`src/rtl/fetch_sequencer.sv`:
```
// Multicycle instruction-fetch controller: owns the PC and walks each instruction
// through BOOT -> FETCH -> WAIT_EXEC, halting with a sticky fault on timeout or misaligned redirect.
module fetch_sequencer #(
    parameter logic [31:0] RESET_PC = 32'h0000_1000,
    parameter int unsigned MAX_WAIT = 15
) (
    input  logic        clk,
    input  logic        rst_n,
    input  logic        imem_ready,
    input  logic [31:0] imem_rdata,
    output logic        imem_req,
    output logic [31:0] imem_addr,
    output logic [31:0] instr,
    output logic        instr_valid,
    input  logic        exec_done,
    input  logic        redirect,
    input  logic [31:0] redirect_target,
    output logic [31:0] pc,
    output logic        fetch_fault,
    output logic [1:0]  dbg_state
);

    typedef enum logic [1:0] {
        S_BOOT      = 2'd0,
        S_FETCH     = 2'd1,
        S_WAIT_EXEC = 2'd2,
        S_HALT      = 2'd3
    } state_t;

    localparam logic [7:0] W_MAX = MAX_WAIT[7:0];

    state_t      r_state;
    logic [31:0] r_pc;
    logic [31:0] r_instr;
    logic        r_instr_valid;
    logic        r_fault;
    logic [7:0]  r_wait_cnt;

    state_t      w_state_nxt;
    logic [31:0] w_pc_nxt;
    logic [31:0] w_instr_nxt;
    logic        w_instr_valid_nxt;
    logic        w_fault_nxt;
    logic [7:0]  w_wait_cnt_nxt;

    // Handshakes: imem_req is high for every FETCH cycle and a word is taken on the
    // first edge where imem_req && imem_ready; the execute stage retires on any edge
    // in WAIT_EXEC with exec_done high, and redirect only counts alongside exec_done.
    always_comb begin
        w_state_nxt       = r_state;
        w_pc_nxt          = r_pc;
        w_instr_nxt       = r_instr;
        w_instr_valid_nxt = 1'b0;
        w_fault_nxt       = r_fault;
        w_wait_cnt_nxt    = r_wait_cnt;
        case (r_state)
            S_BOOT: w_state_nxt = S_FETCH;
            S_FETCH: begin
                if (imem_ready) begin
                    w_instr_nxt       = imem_rdata;
                    w_instr_valid_nxt = 1'b1;
                    w_wait_cnt_nxt    = 8'd0;
                    w_state_nxt       = S_WAIT_EXEC;
                end else if (r_wait_cnt == W_MAX) begin
                    w_fault_nxt = 1'b1;
                    w_state_nxt = S_HALT;
                end else begin
                    w_wait_cnt_nxt = r_wait_cnt + 8'd1;
                end
            end
            S_WAIT_EXEC: begin
                if (exec_done) begin
                    if (!redirect) begin
                        w_pc_nxt    = r_pc + 32'd4;
                        w_state_nxt = S_FETCH;
                    end else if (redirect_target[1:0] == 2'b00) begin
                        w_pc_nxt    = redirect_target;
                        w_state_nxt = S_FETCH;
                    end else begin
                        // Misaligned target: keep the faulting instruction's PC for debug.
                        w_fault_nxt = 1'b1;
                        w_state_nxt = S_HALT;
                    end
                end
            end
            S_HALT:  w_state_nxt = S_HALT;
            default: w_state_nxt = S_HALT;
        endcase
    end

    always_ff @(posedge clk or negedge rst_n) begin
        if (!rst_n) begin
            r_state       <= S_BOOT;
            r_pc          <= RESET_PC;
            r_instr       <= 32'd0;
            r_instr_valid <= 1'b0;
            r_fault       <= 1'b0;
            r_wait_cnt    <= 8'd0;
        end else begin
            r_state       <= w_state_nxt;
            r_pc          <= w_pc_nxt;
            r_instr       <= w_instr_nxt;
            r_instr_valid <= w_instr_valid_nxt;
            r_fault       <= w_fault_nxt;
            r_wait_cnt    <= w_wait_cnt_nxt;
        end
    end

    assign imem_req    = (r_state == S_FETCH);
    assign imem_addr   = r_pc;
    assign pc          = r_pc;
    assign instr       = r_instr;
    assign instr_valid = r_instr_valid;
    assign fetch_fault = r_fault;
    assign dbg_state   = r_state;

endmodule

```
`config.mk`:
```
export PLATFORM = sky130hd
export DESIGN_NAME = fetch_sequencer
export DESIGN_NICKNAME = d
export VERILOG_FILES = /design/src/rtl/fetch_sequencer.sv
export SDC_FILE = /design/constraint.sdc
export NUM_CORES = 1
export LEC_CHECK = 0
export CAP_MARGIN = 20
export CORE_MARGIN = 10
export CORE_UTILIZATION = 30
export CTS_CLUSTER_SIZE = 10
export DETAILED_ROUTE_END_ITERATION = 6
export REMOVE_ABC_BUFFERS = 1
export SYNTH_ARGS = -nofsm -noshare
export SYNTH_HDL_FRONTEND = slang
export SYNTH_SLANG_ARGS = --single-unit
```
`constraint.sdc`:
```
create_clock -name clk -period 2 [get_ports clk]
set_input_delay 0.2 -clock clk [delete_from_list [all_inputs] [get_ports clk]]
set_output_delay 0.2 -clock clk [all_outputs]
set_load 0.03 [all_outputs]
```
Word-level counts from Yosys, hierarchy flattened
Cells that the tools add are included.

Bits in registers: 76. Bits in latches: 0. RAM bits: 0. ROM bits: 0. Input port bits: 69. Output and inout bits: 101. Logic and storage cells: 46. Memories kept: 0.

Add/sub/neg operators: 2. Multiply operators: 0. Divide/modulo/power cells: 0. Order comparisons: 0. Equal/unequal tests: 12. Shift-type cells: 0. Multiplexer cells: 18. Bitwise gates (word level): 0. Reductions and logical operators: 8.

Operators by type and width (number): 2-to-1 mux 32 bit (2); adder 32 x 3 -> 32 bit (second input constant) (1); 2-to-1 mux 8 bit (2); 2-to-1 mux 2 bit (5); inequality test 2 bit (second input constant) (5); adder 8 x 1 -> 8 bit (second input constant) (1); equality test 8 x 4 -> 1 bit (second input constant) (1); one-hot mux 2 bit (4 select lines) (1); 2-to-1 mux 1 bit (7); AND reduction 2 bit (3); AND reduction 6 bit (1); equality test 2 bit (second input constant) (2); zero test 2 bit (2); inequality test 2 x 1 -> 1 bit (second input constant) (2); inequality test 3 x 2 -> 1 bit (second input constant) (1); AND reduction 3 bit (1); equality test 2 x 1 -> 1 bit (second input constant) (1); one-hot mux 1 bit (2 select lines) (1); nonzero test 2 bit (1).

Depth between registers and ports, before layout
Gate-level depths: netlist of run 1.

Depth in word-level cells: 5. Depth in mapped cells: 8. Depth with buffers taken out: 6.

Worst setup path before layout of run 1
Ideal clock, no wire load.

Path kind: register to register. Start point: register r_state[1], in the netlist dbg_state[1]. End point: register r_instr[0], in the netlist instr[0]. Library setup time: 0.125 ns. Arrival time: 1.931 ns. Required time: 1.875 ns. Slack: -0.056 ns. Cell stages (with the launch flop): 8. Path buffers: 3. Period minus slack after synthesis: 2.056 ns. Path through: dfrtp_1 -> nand2b_1 -> buf_2 -> inv_2 -> and2_1 -> buf_2 -> buf_2 -> mux2_2.

Word-level cells in the longest chain between the ends: 2.

RTL lines: start, declared (RTL line 32) `state_t r_state;`; start signal, assigned (RTL line 100) `r_state <= w_state_nxt;`; equality test 2 x 1 -> 1 bit; net imem_req (RTL line 11) `output logic imem_req,`; AND reduction 2 bit (no line); end signal, assigned (RTL line 102) `r_instr <= w_instr_nxt;`; end, declared (RTL line 34) `logic [31:0] r_instr;`.

The timed path passes the listed nets, and every way through them passes these cells. A chain may end at the register's enable or synchronous reset.

Final worst setup path of run 1
Start point: register r_pc[12], in the netlist imem_addr[12]. End point: output imem_addr[12].

RTL lines: start, declared (RTL line 33) `logic [31:0] r_pc;`; start signal, assigned (RTL line 101) `r_pc <= w_pc_nxt;`; end, declared (RTL line 12) `output logic [31:0] imem_addr,`.

No word-level cell between the ends.

==> key figures, run 1 <==
Logic synthesis
  • Post-synth design cell area: 0.004055 mm²
  • Flop and latch count out of synthesis: 76
  • Synth warnings: 0
  • Main flop type after synthesis: dfrtp_1
  • Share of flip-flops with an asynchronous set or reset after synthesis: 100.0%
  • Netlist cell types: 52
  • Area contributors post-synth: dfrtp_1 46%, mux2_2 9.4%, buf_4 6.1%
  • Sequential area share after synthesis: 46.93%
  • Post-synth EDFFs: 0
  • Average size of a mapped cell: 10.04 µm²
  • Gate count after technology mapping: 404
  • Top-area cell type share of the netlist area: 46.28%
  • Top cell type by total area after synthesis: dfrtp_1

CTS
  • Clock sink total: 76
  • CTS tree: built
  • Clk Latency, worst-skew pair: 0.35 ns
  • Clock root buffer: clkbuf_16
  • Clk buf depth: 2
  • CTS Buf Count: 9
  • Clock input transition at the sequential cells of the worst setup and hold paths: 0.06 ns
  • Number of levels the H-tree was split into: 3

Pwr
  • Relative contribution of sequential cells to total power: 34.5%
  • Relative contribution of combinational cells to total power: 32.9%
  • Clock power share: 32.6%
  • Pwr dens: 917.4 mW/mm²
  • Switching component of the power: 1.859 mW
  • Internal Pwr Total: 3.947 mW
  • Peak supply drop: 532.4 µV
  • Switching power share of the total: 32.03%
  • Leakage power of the design: 2.558 nW

Floorplanning
  • Die width: 136.3 µm
  • Initial core utilization: 30.62%
  • Placeable core area: 0.01324 mm²
  • I/O pin count: 170
  • Die area: 0.01857 mm²
  • Die boundary height: 136.3 µm
  • Std cell rows: 42

Cells and area
  • Layout Area Growth over Synthesis: 56.06%
  • Fraction of layout instances using a drive strength above 1: 17.21%
  • Post-layout util: 47.79%
  • Count of fill cells added during filler insertion: 1242
  • Final layout net count: 648

Drt
  • Detailed router's first-iteration violation count: 264
  • Average detailed-routed wire length per instance: 18.18 µm
  • Residual DRC count: 0
  • Antenna Violating Nets Remaining: 0
  • Total number of vias: 3771
  • Iteration count of the initial detailed-routing pass: 4
  • Detail-routed via count per cell: 4.975
  • Post-Route WL: 13780 µm

Worst setup path
  • Required time reported for the critical path endpoint: 1.80 ns
  • Highest cell delay on the worst timing path: 0.67 ns
  • Startpoint Class: register
  • Crit end category: output pin
  • Cells along the critical path: buf_4, clkdlybuf4s50_1
  • Critical-path maximum fanout: 4
  • CP Buf/Inv Count: 2
  • Worst EP arrival: 1.69 ns
  • Crit path kind: register to output pin
  • Slowest CP cell: clkdlybuf4s50_1
  • Cell type group with the largest total delay on the critical path: buffers and inverters

Timing
  • Max Clock Freq: 0.5289 GHz
  • Post-layout min period: 1.891 ns
  • Final count of hold timing violations: 0
  • Worst Hold Slack: 0.3514 ns
  • Final max-slew violation count: 0
  • Final setup slack of the worst path: 0.1093 ns
  • Final worst clock skew: 0.007989 ns
  • Worst relative slew slack: 60.76%
  • Setup repair after global routing missed its margin: no
  • Transition time at the pin with the least slew margin: 0.5865 ns
  • Fin crit share: 94.53%
  • Final setup violation count: 0

GRT
  • Wire length of the first global-routing pass: 21420 µm
  • Number of global-route vias before repair: 3849
  • Overflow left after global routing: 0
  • Total routing usage reported by global routing: 14.63%
  • Maximum number of pins on one net before global-route repair: 44
  • Antenna violations before repair: 1

Run status
  • Run status: finished clean

Place
  • Routability congestion estimate from global placement: 0.8657
  • Port buffer count: 169
  • Half-perimeter wire length after placement: 10690 µm
  • Post-placement setup slack: -0.003789 ns

Worst hold path
  • Worst min-delay path class: input pin to asynchronous set/reset pin

Run
  • MaxCap Viol Count: 0
==> per-layer routing <==
layer	GRT usage, %	part of all wire [%]	vias up
met4	6.686	2.4	0
met3	3.838	6.7	20
li1	-	-	1800
met2	22.46	48	117
met5	0	0	-
met1	18.81	43	1834
==> power by group through the flow <==
stage | Clock, mW | Sequential (mW) | Combinational, mW
5_1_grt | 1.99 | 2.05 | 2.01
6_report | 1.89 | 2.00 | 1.91
4_1_cts | 1.94 | 2.01 | 1.94
2_1_floorplan | 0 | 2.65 | 0.294
3_5_place_dp | 0 | 2.03 | 1.93
3_3_place_gp | 0 | 2.01 | 1.92
==> what timing repair did <==
action                     CTS  global route
pin swaps                    0             0
hold endpoints to repair    33             0
gates resized for setup      1             1
hold buffers                 1             0
setup buffers                0             0
setup endpoints to repair    1             3
==> synthesized netlist by cell type (4+ instances only) <==
library cell and instances:
buf_2 7, inv_1 6, and2_1 5, o22ai_1 8
nand2_1 30, nand4_1 11, dfrtp_1 75, mux2_2 34
mux2i_1 5, o21ai_0 22, a22oi_1 8, nor4_1 4
clkbuf_1 7, nor2_1 21, and3_1 12, nand3_1 15
or3_1 5, buf_4 33, a21oi_1 31, nor3_1 11
==> cell type report <==
type                       instances  area (µm²)  share of cell area (%)
timing repair buffer             212        2051                   32.40
clock buffer                      11       242.7                   3.836
clock inverter                     4       97.59                   1.542
multi-input combinational        271        1785                   28.21
sequential                        76        1903                   30.07
tap                              176       220.2                   3.480
inverter                           7       26.28                  0.4152
antenna                            1       2.502                 0.03954
==> worst paths after layout <==
kind / startpoint / end / slack [ns] / cells after the start
max: imem_addr[12] / imem_addr[12] / 0.11 / 2
max in group asynchronous: rst_n / imem_addr[12] / 0.97 / 3
min in group clk: redirect_target[4] / imem_addr[4] / 0.46 / 3
min reg2reg: fetch_fault / fetch_fault / 0.46 / 1
max reg2reg: imem_addr[3] / imem_addr[9] / 0.13 / 6
min: rst_n / instr[26] / 0.35 / 2
==> layout by cell type, fill, tap and decap left out, types with 9 or more instances in the layout <==
master           Yosys  layout
o21ai_0             22      22
and3_1              12      12
nor2_1              21      20
buf_4               33      40
nand4_1             11      11
clkbuf_16            0       9
a21oi_1             31      31
dfrtp_1             75      75
nand2_1             30      30
nor3_1              11      11
mux2_2              34      34
clkdlybuf4s50_1      0     167
nand3_1             15      15
==> state kept, by name (all words and copies together) (netlist names) <==
name,cells
instr,32
r_wait_cnt,8
dbg_state,2
instr_valid,1
fetch_fault,1
imem_addr,32
==> per-stage QoR <==
step	instances	cell area (µm²)	TNS (ns)	power, mW
finish	758	6329	0	5.806
global route	758	6329	0	6.042
CTS	757	6324	0	5.888
detailed placement	741	5974	-0.005851	3.960
global placement	741	5974	0	3.933
floorplan	354	3710	-30.70	2.946
==> logic make-up after synthesis <==
| family | after synthesis | share of synthesized area (%) |
|---|---|---|
| mux | 39 | 10.68 |
| simple gates | 130 | 17.00 |
| xor+xnor | 5 | 1.080 |
| fa+ha+maj | 2 | 0.6170 |
| compound gates | 95 | 14.53 |
| flops | 76 | 46.93 |
| buf+inv | 57 | 9.164 |
No activity file was read; power rests on OpenSTA's default activity.
==> run 2: changes to the inputs <==
--- a/config.mk
+++ b/config.mk
@@ -5,6 +5,7 @@
 export SDC_FILE = /design/constraint.sdc
 export NUM_CORES = 1
 export LEC_CHECK = 0
+export ABC_AREA = 1
 export CAP_MARGIN = 20
 export CORE_MARGIN = 10
 export CORE_UTILIZATION = 30
==> key figures, run 2 <==
Run status
  • Run status: finished clean

Drt
  • Residual DRC count: 0
  • Post-Route WL: 14070 µm
  • Detailed router's first-iteration violation count: 245
  • Iteration count of the initial detailed-routing pass: 4
  • Detail-routed via count per cell: 4.453
  • Antenna Violating Nets Remaining: 0
  • Average detailed-routed wire length per instance: 14.55 µm
  • Total number of vias: 4306

Cells and area
  • Commonest cells after routing, fill and taps aside: 249 x nand2_1, 168 x clkdlybuf4s50_1, 75 x dfrtp_1, 67 x nor2_1, 55 x inv_1
  • Layout Area Growth over Synthesis: 44.67%
  • Commonest non-fill, non-tap cell in the layout: nand2_1
  • Final layout net count: 849
  • Final design area excluding fillers: 0.006484 mm²
  • Non-filler cells, final: 967
  • Diode insertion count for antenna repair: 0
  • Multi-input gate area: 0.002021 mm²
  • Fraction of layout instances using a drive strength above 1: 7.407%
  • Footprint of the flip-flops and latches: 0.001903 mm²
  • Count of fill cells added during filler insertion: 1478

Logic synthesis
  • Share of flip-flops with an asynchronous set or reset after synthesis: 100.0%
  • Gate count after technology mapping: 635
  • Top cell type by total area after synthesis: dfrtp_1
  • Netlist cell types: 37
  • Synth warnings: 0
  • Average size of a mapped cell: 7.058 µm²
  • Flop and latch count out of synthesis: 76
  • Top-area cell type share of the netlist area: 41.88%
  • Post-synth EDFFs: 0
  • Library cell with the highest instance count after synthesis: nand2_1
  • Area contributors post-synth: dfrtp_1 42%, nand2_1 21%, buf_4 5.7%
  • Top cells by count, synth: 249 x nand2_1, 75 x dfrtp_1, 67 x nor2_1
  • Sequential area share after synthesis: 42.46%
  • Main flop type after synthesis: dfrtp_1
  • Post-synth design cell area: 0.004482 mm²

Worst setup path
  • Highest cell delay on the worst timing path: 0.73 ns
  • Crit path kind: register to output pin
  • Critical-path maximum fanout: 4
  • Flop-to-flop setup slack: 0.34 ns
  • Crit end category: output pin
  • Reg2Reg Depth: 10
  • Slowest CP cell: clkdlybuf4s50_1
  • Required time reported for the critical path endpoint: 1.80 ns
  • Startpoint Class: register
  • Cells along the critical path: nor2_2, clkdlybuf4s50_1
  • Cell type group with the largest total delay on the critical path: buffers and inverters
  • Critical register-to-register path endpoint: imem_addr[20]
  • Worst EP arrival: 1.71 ns
  • CP Buf/Inv Count: 1
  • Reg2reg start: imem_addr[3]

Timing
  • Final max-slew violation count: 0
  • Transition time at the pin with the least slew margin: 0.4339 ns
  • Setup repair after global routing missed its margin: no
  • Final worst clock skew: 0.006378 ns
  • Final count of hold timing violations: 0
  • Worst Hold Slack: 0.3400 ns
  • Total negative setup slack: 0 ns
  • Max Clock Freq: 0.5224 GHz
  • Post-layout min period: 1.914 ns
  • Final setup violation count: 0
  • Worst relative slew slack: 71.07%
  • Fin crit share: 95.71%

Floorplanning
  • Die width: 142.2 µm
  • Placeable core area: 0.01459 mm²
  • Std cell rows: 44
  • I/O pin count: 170
  • Initial core utilization: 30.72%
  • Die area: 0.02023 mm²
  • Die boundary height: 142.2 µm

CTS
  • Clk buf depth: 2
  • Number of levels the H-tree was split into: 3
  • CTS Buf Count: 9
  • Clk Latency, worst-skew pair: 0.34 ns
  • Clock input transition at the sequential cells of the worst setup and hold paths: 0.06 ns
  • CTS tree: built
  • Count of cells resized by post-cts repair: 0
  • Clock root buffer: clkbuf_16
  • Clock sink total: 76

Place
  • Port buffer count: 169
  • Routability congestion estimate from global placement: 0.8169
  • Cell Area, Placed: 0.006185 mm²
  • Half-perimeter wire length after placement: 10880 µm
  • Cells after DPL: 950

GRT
  • Wire length of the first global-routing pass: 22310 µm
  • Total routing usage reported by global routing: 13.86%
  • Antenna violations before repair: 1
  • Overflow left after global routing: 0
  • Number of global-route vias before repair: 4127
  • Maximum number of pins on one net before global-route repair: 46

Pwr
  • Switching component of the power: 4.517 mW
  • Internal Pwr Total: 5.189 mW
  • Switching power share of the total: 46.54%
  • Leakage power of the design: 3.021 nW
  • Pwr dens: 1497 mW/mm²
  • Peak supply drop: 792.6 µV
  • Clock power share: 16.4%
  • Relative contribution of sequential cells to total power: 29.4%
  • Relative contribution of combinational cells to total power: 54.2%

Run
  • MaxCap Viol Count: 0

Worst hold path
  • Worst min-delay path class: input pin to asynchronous set/reset pin
[run 2: cell types whose count changed after synthesis, sizes merged, moves of 12 or more]
cell,before,now
nor2,21,81
inv,7,59
a21oi,31,8
mux2,34,0
and3,12,0
nand3,15,42
nand2,30,257
[run 2: power by group through the flow]
stage               registers [mW]  clock network (mW)  logic (mW)
floorplan                     4.40                   0        1.31
global placement              2.86                   0        5.30
detailed placement            2.87                   0        5.34
CTS                           2.87                1.65        5.34
global route                  2.98                1.71        5.67
finish                        2.86                1.59        5.26
[run 2: layer usage]
| metal | wire [µm] | up-vias | part of all wire, % | global-route usage [%] |
|---|---|---|---|---|
| met5 | 10 | - | 0.071 | 0 |
| met4 | 212 | 2 | 1.5 | 5.218 |
| met3 | 1511 | 17 | 11 | 6.475 |
| met2 | 6432 | 137 | 46 | 21.69 |
| met1 | 5907 | 1925 | 42 | 16.17 |
| li1 | - | 2225 | - | - |
[run 2: worst max path at each step]
stage	endpoint	slack [ns]	from	depth (start not counted)
after floorplan	instr[0]	-0.45	dbg_state[0]	6
after global placement	imem_addr[11]	0.34	redirect	7
after detailed placement	imem_addr[6]	0.28	redirect	6
after CTS	imem_req	0.05	dbg_state[1]	2
after global routing	imem_req	0.02	dbg_state[1]	2
final	imem_req	0.09	dbg_state[1]	2
[run 2: cell families after synthesis]
family	after synthesis	synth area share, %
simple gates	395	37.66
buf+inv	108	12.45
flops	76	42.46
compound gates	52	6.477
xor+xnor	2	0.3909
fa+ha+maj	2	0.5583
[run 2: cell type report]
cell class | count | share of cell area [%]
multi-input cells | 451 | 31.17
flip-flops and latches | 76 | 29.35
repair buffers | 181 | 28.06
clock buffers | 12 | 4.110
well taps | 184 | 3.551
inverters | 59 | 3.416
clock inverters | 4 | 0.3474
[run 2: repair_timing]
item	in CTS	in global routing
hold buffers	1	0
setup buffers	0	0
endpoints found under the hold margin	31	0
[run 2: worst reg2reg max path: stages (launching register included)]
cell	delay, ns
dfrtp_1	0.43
ha_1	0.20
nand2_2	0.08
nor2_4	0.23
nand3_1	0.21
nor2_1	0.13
nand2_1	0.06
nand2_1	0.06
nand2_1	0.05
nand2_1	0.05
nand2_1	0.04
[run 2: through the flow]
step | util, % | power [mW] | worst slack (ns)
floorplan | - | 5.711 | -0.4472
global placement | 42.39 | 8.164 | 0.3358
detailed placement | 42.39 | 8.204 | 0.2781
CTS | 44.44 | 9.851 | 0.05339
global route | 44.44 | 10.35 | 0.01682
finish | 44.44 | 9.707 | 0.08578
==> run 3: changes to the inputs <==
--- a/config.mk
+++ b/config.mk
@@ -11,6 +11,7 @@
 export CORE_UTILIZATION = 30
 export CTS_CLUSTER_SIZE = 10
 export DETAILED_ROUTE_END_ITERATION = 6
+export PLACE_DENSITY_LB_ADDON = 0.2
 export REMOVE_ABC_BUFFERS = 1
 export SYNTH_ARGS = -nofsm -noshare
 export SYNTH_HDL_FRONTEND = slang
==> key figures, run 3 (synthesis gave the netlist of run 2 again) <==
Floorplanning
  • Die width: 142.2 µm
  • I/O pin count: 170
  • Initial core utilization: 30.72%
  • Die area: 0.02023 mm²
  • Placeable core area: 0.01459 mm²
  • Die boundary height: 142.2 µm
  • Std cell rows: 44

Drt
  • Detail-routed via count per cell: 4.574
  • Average detailed-routed wire length per instance: 14.45 µm
  • Antenna Violating Nets Remaining: 0
  • Detailed router's first-iteration violation count: 303
  • Iteration count of the initial detailed-routing pass: 4
  • Total number of vias: 4414
  • Residual DRC count: 0
  • Post-Route WL: 13950 µm

Cells and area
  • Commonest cells after routing, fill and taps aside: 249 x nand2_1, 168 x clkdlybuf4s50_1, 75 x dfrtp_1, 67 x nor2_1, 55 x inv_1
  • Footprint of the flip-flops and latches: 0.001903 mm²
  • Final layout net count: 847
  • Non-filler cells, final: 965
  • Fraction of layout instances using a drive strength above 1: 7.170%
  • Commonest non-fill, non-tap cell in the layout: nand2_1
  • Multi-input gate area: 0.002021 mm²
  • Diode insertion count for antenna repair: 0
  • Layout Area Growth over Synthesis: 46.01%
  • Count of fill cells added during filler insertion: 1445

Worst setup path
  • Startpoint Class: register
  • Cells along the critical path: clkdlybuf4s50_1
  • Critical-path maximum fanout: 7
  • Worst EP arrival: 1.64 ns
  • Slowest CP cell: clkdlybuf4s50_1
  • Crit path kind: register to output pin
  • Cell type group with the largest total delay on the critical path: buffers and inverters
  • Crit end category: output pin
  • CP Buf/Inv Count: 1
  • Required time reported for the critical path endpoint: 1.80 ns
  • Highest cell delay on the worst timing path: 0.70 ns

Place
  • Post-placement setup slack: 0.1649 ns
  • Routability congestion estimate from global placement: 0.8948
  • Port buffer count: 169
  • Half-perimeter wire length after placement: 10670 µm
  • Cells after DPL: 948

CTS
  • CTS tree: built
  • Clock sink total: 76
  • Number of setup buffers added after CTS: 0
  • Count of cells resized by post-cts repair: 0
  • CTS Buf Count: 9
  • Number of levels the H-tree was split into: 3
  • Clk Latency, worst-skew pair: 0.34 ns
  • Clock input transition at the sequential cells of the worst setup and hold paths: 0.06 ns
  • Clock root buffer: clkbuf_16
  • Clk buf depth: 2

Pwr
  • Switching power share of the total: 44.74%
  • Relative contribution of combinational cells to total power: 51.9%
  • Peak supply drop: 867.0 µV
  • Switching component of the power: 4.517 mW
  • Internal Pwr Total: 5.579 mW
  • Relative contribution of sequential cells to total power: 28.3%
  • Final Power: 10.10 mW
  • Pwr dens: 1543 mW/mm²
  • Leakage power of the design: 3.047 nW
  • Clock power share: 19.8%

GRT
  • Maximum number of pins on one net before global-route repair: 51
  • Total routing usage reported by global routing: 13.63%
  • Wire length of the first global-routing pass: 22470 µm
  • Antenna violations before repair: 0
  • Overflow left after global routing: 0
  • Number of global-route vias before repair: 4410

Timing
  • Final setup violation count: 0
  • Fin crit share: 91.89%
  • Final max-slew violation count: 0
  • Total negative setup slack: 0 ns
  • Final setup slack of the worst path: 0.1621 ns
  • Worst relative slew slack: 72.43%
  • Post-layout min period: 1.838 ns
  • Worst Hold Slack: 0.3347 ns
  • Max Clock Freq: 0.5441 GHz
  • Setup repair after global routing missed its margin: no
  • Transition time at the pin with the least slew margin: 0.4135 ns
  • Final worst clock skew: 0.007093 ns
  • Final count of hold timing violations: 0

Run status
  • Run status: finished clean

Worst hold path
  • Worst min-delay path class: input pin to asynchronous set/reset pin

Run
  • MaxCap Viol Count: 0
-- run 3: changes by cell type in the layout (fill, tap and decap cells not counted) --
cell,before,now
clkinv_4,0,1
buf_4,9,7
clkinv_2,3,2
clkinvlp_4,1,0
bufinv_16,0,4
clkbuf_8,3,0
-- run 3: path summary, 6_finish.rpt --
kind | start | endpoint | slack, ns | depth (start not counted)
hold reg to reg | fetch_fault | fetch_fault | 0.46 | 1
hold / removal | rst_n | imem_addr[16] | 0.33 | 2
setup / recovery | imem_addr[12] | pc[12] | 0.16 | 1
min in group clk | imem_rdata[15] | instr[15] | 0.39 | 3
max in group asynchronous | rst_n | instr[31] | 1.05 | 3
setup reg to reg | imem_addr[3] | imem_addr[20] | 0.34 | 10
-- run 3: cell type report --
type,instances,area share (%)
sequential,76,29.08
clock inverter,7,2.122
timing repair buffer,179,27.57
multi-input combinational,451,30.88
clock buffer,9,3.442
inverter,59,3.384
tap,184,3.518
-- run 3: what timing repair did --
item                                    4_1_cts  5_1_grt
hold endpoints to repair                     25        0
hold buffers                                  1        0
endpoints found under the setup margin        0        0
-- run 3: metrics by stage --
step	utilization, %	instance area, µm²
2_1_floorplan	-	4145
3_3_place_gp	42.29	6170
3_5_place_dp	42.29	6170
4_1_cts	44.85	6544
5_1_grt	44.85	6544
6_report	44.85	6544
-- run 3: power groups by stage --
stage                     clock (mW)  combinational, mW  sequential (mW)
after global routing            2.14               5.65             2.98
final                           2.00               5.24             2.86
after global placement             0               5.27             2.84
after floorplan                    0               1.31             4.40
after CTS                       2.06               5.32             2.87
after detailed placement           0               5.31             2.87
-- run 3: routing by layer --
metal	part of all wire (%)	track usage, %	routed length, µm	vias up
li1	-	-	-	2220
met1	41	16.07	5749	2012
met2	46	21.93	6377	167
met3	11	5.574	1590	15
met4	1.6	4.626	229	0
met5	0	0	0	-
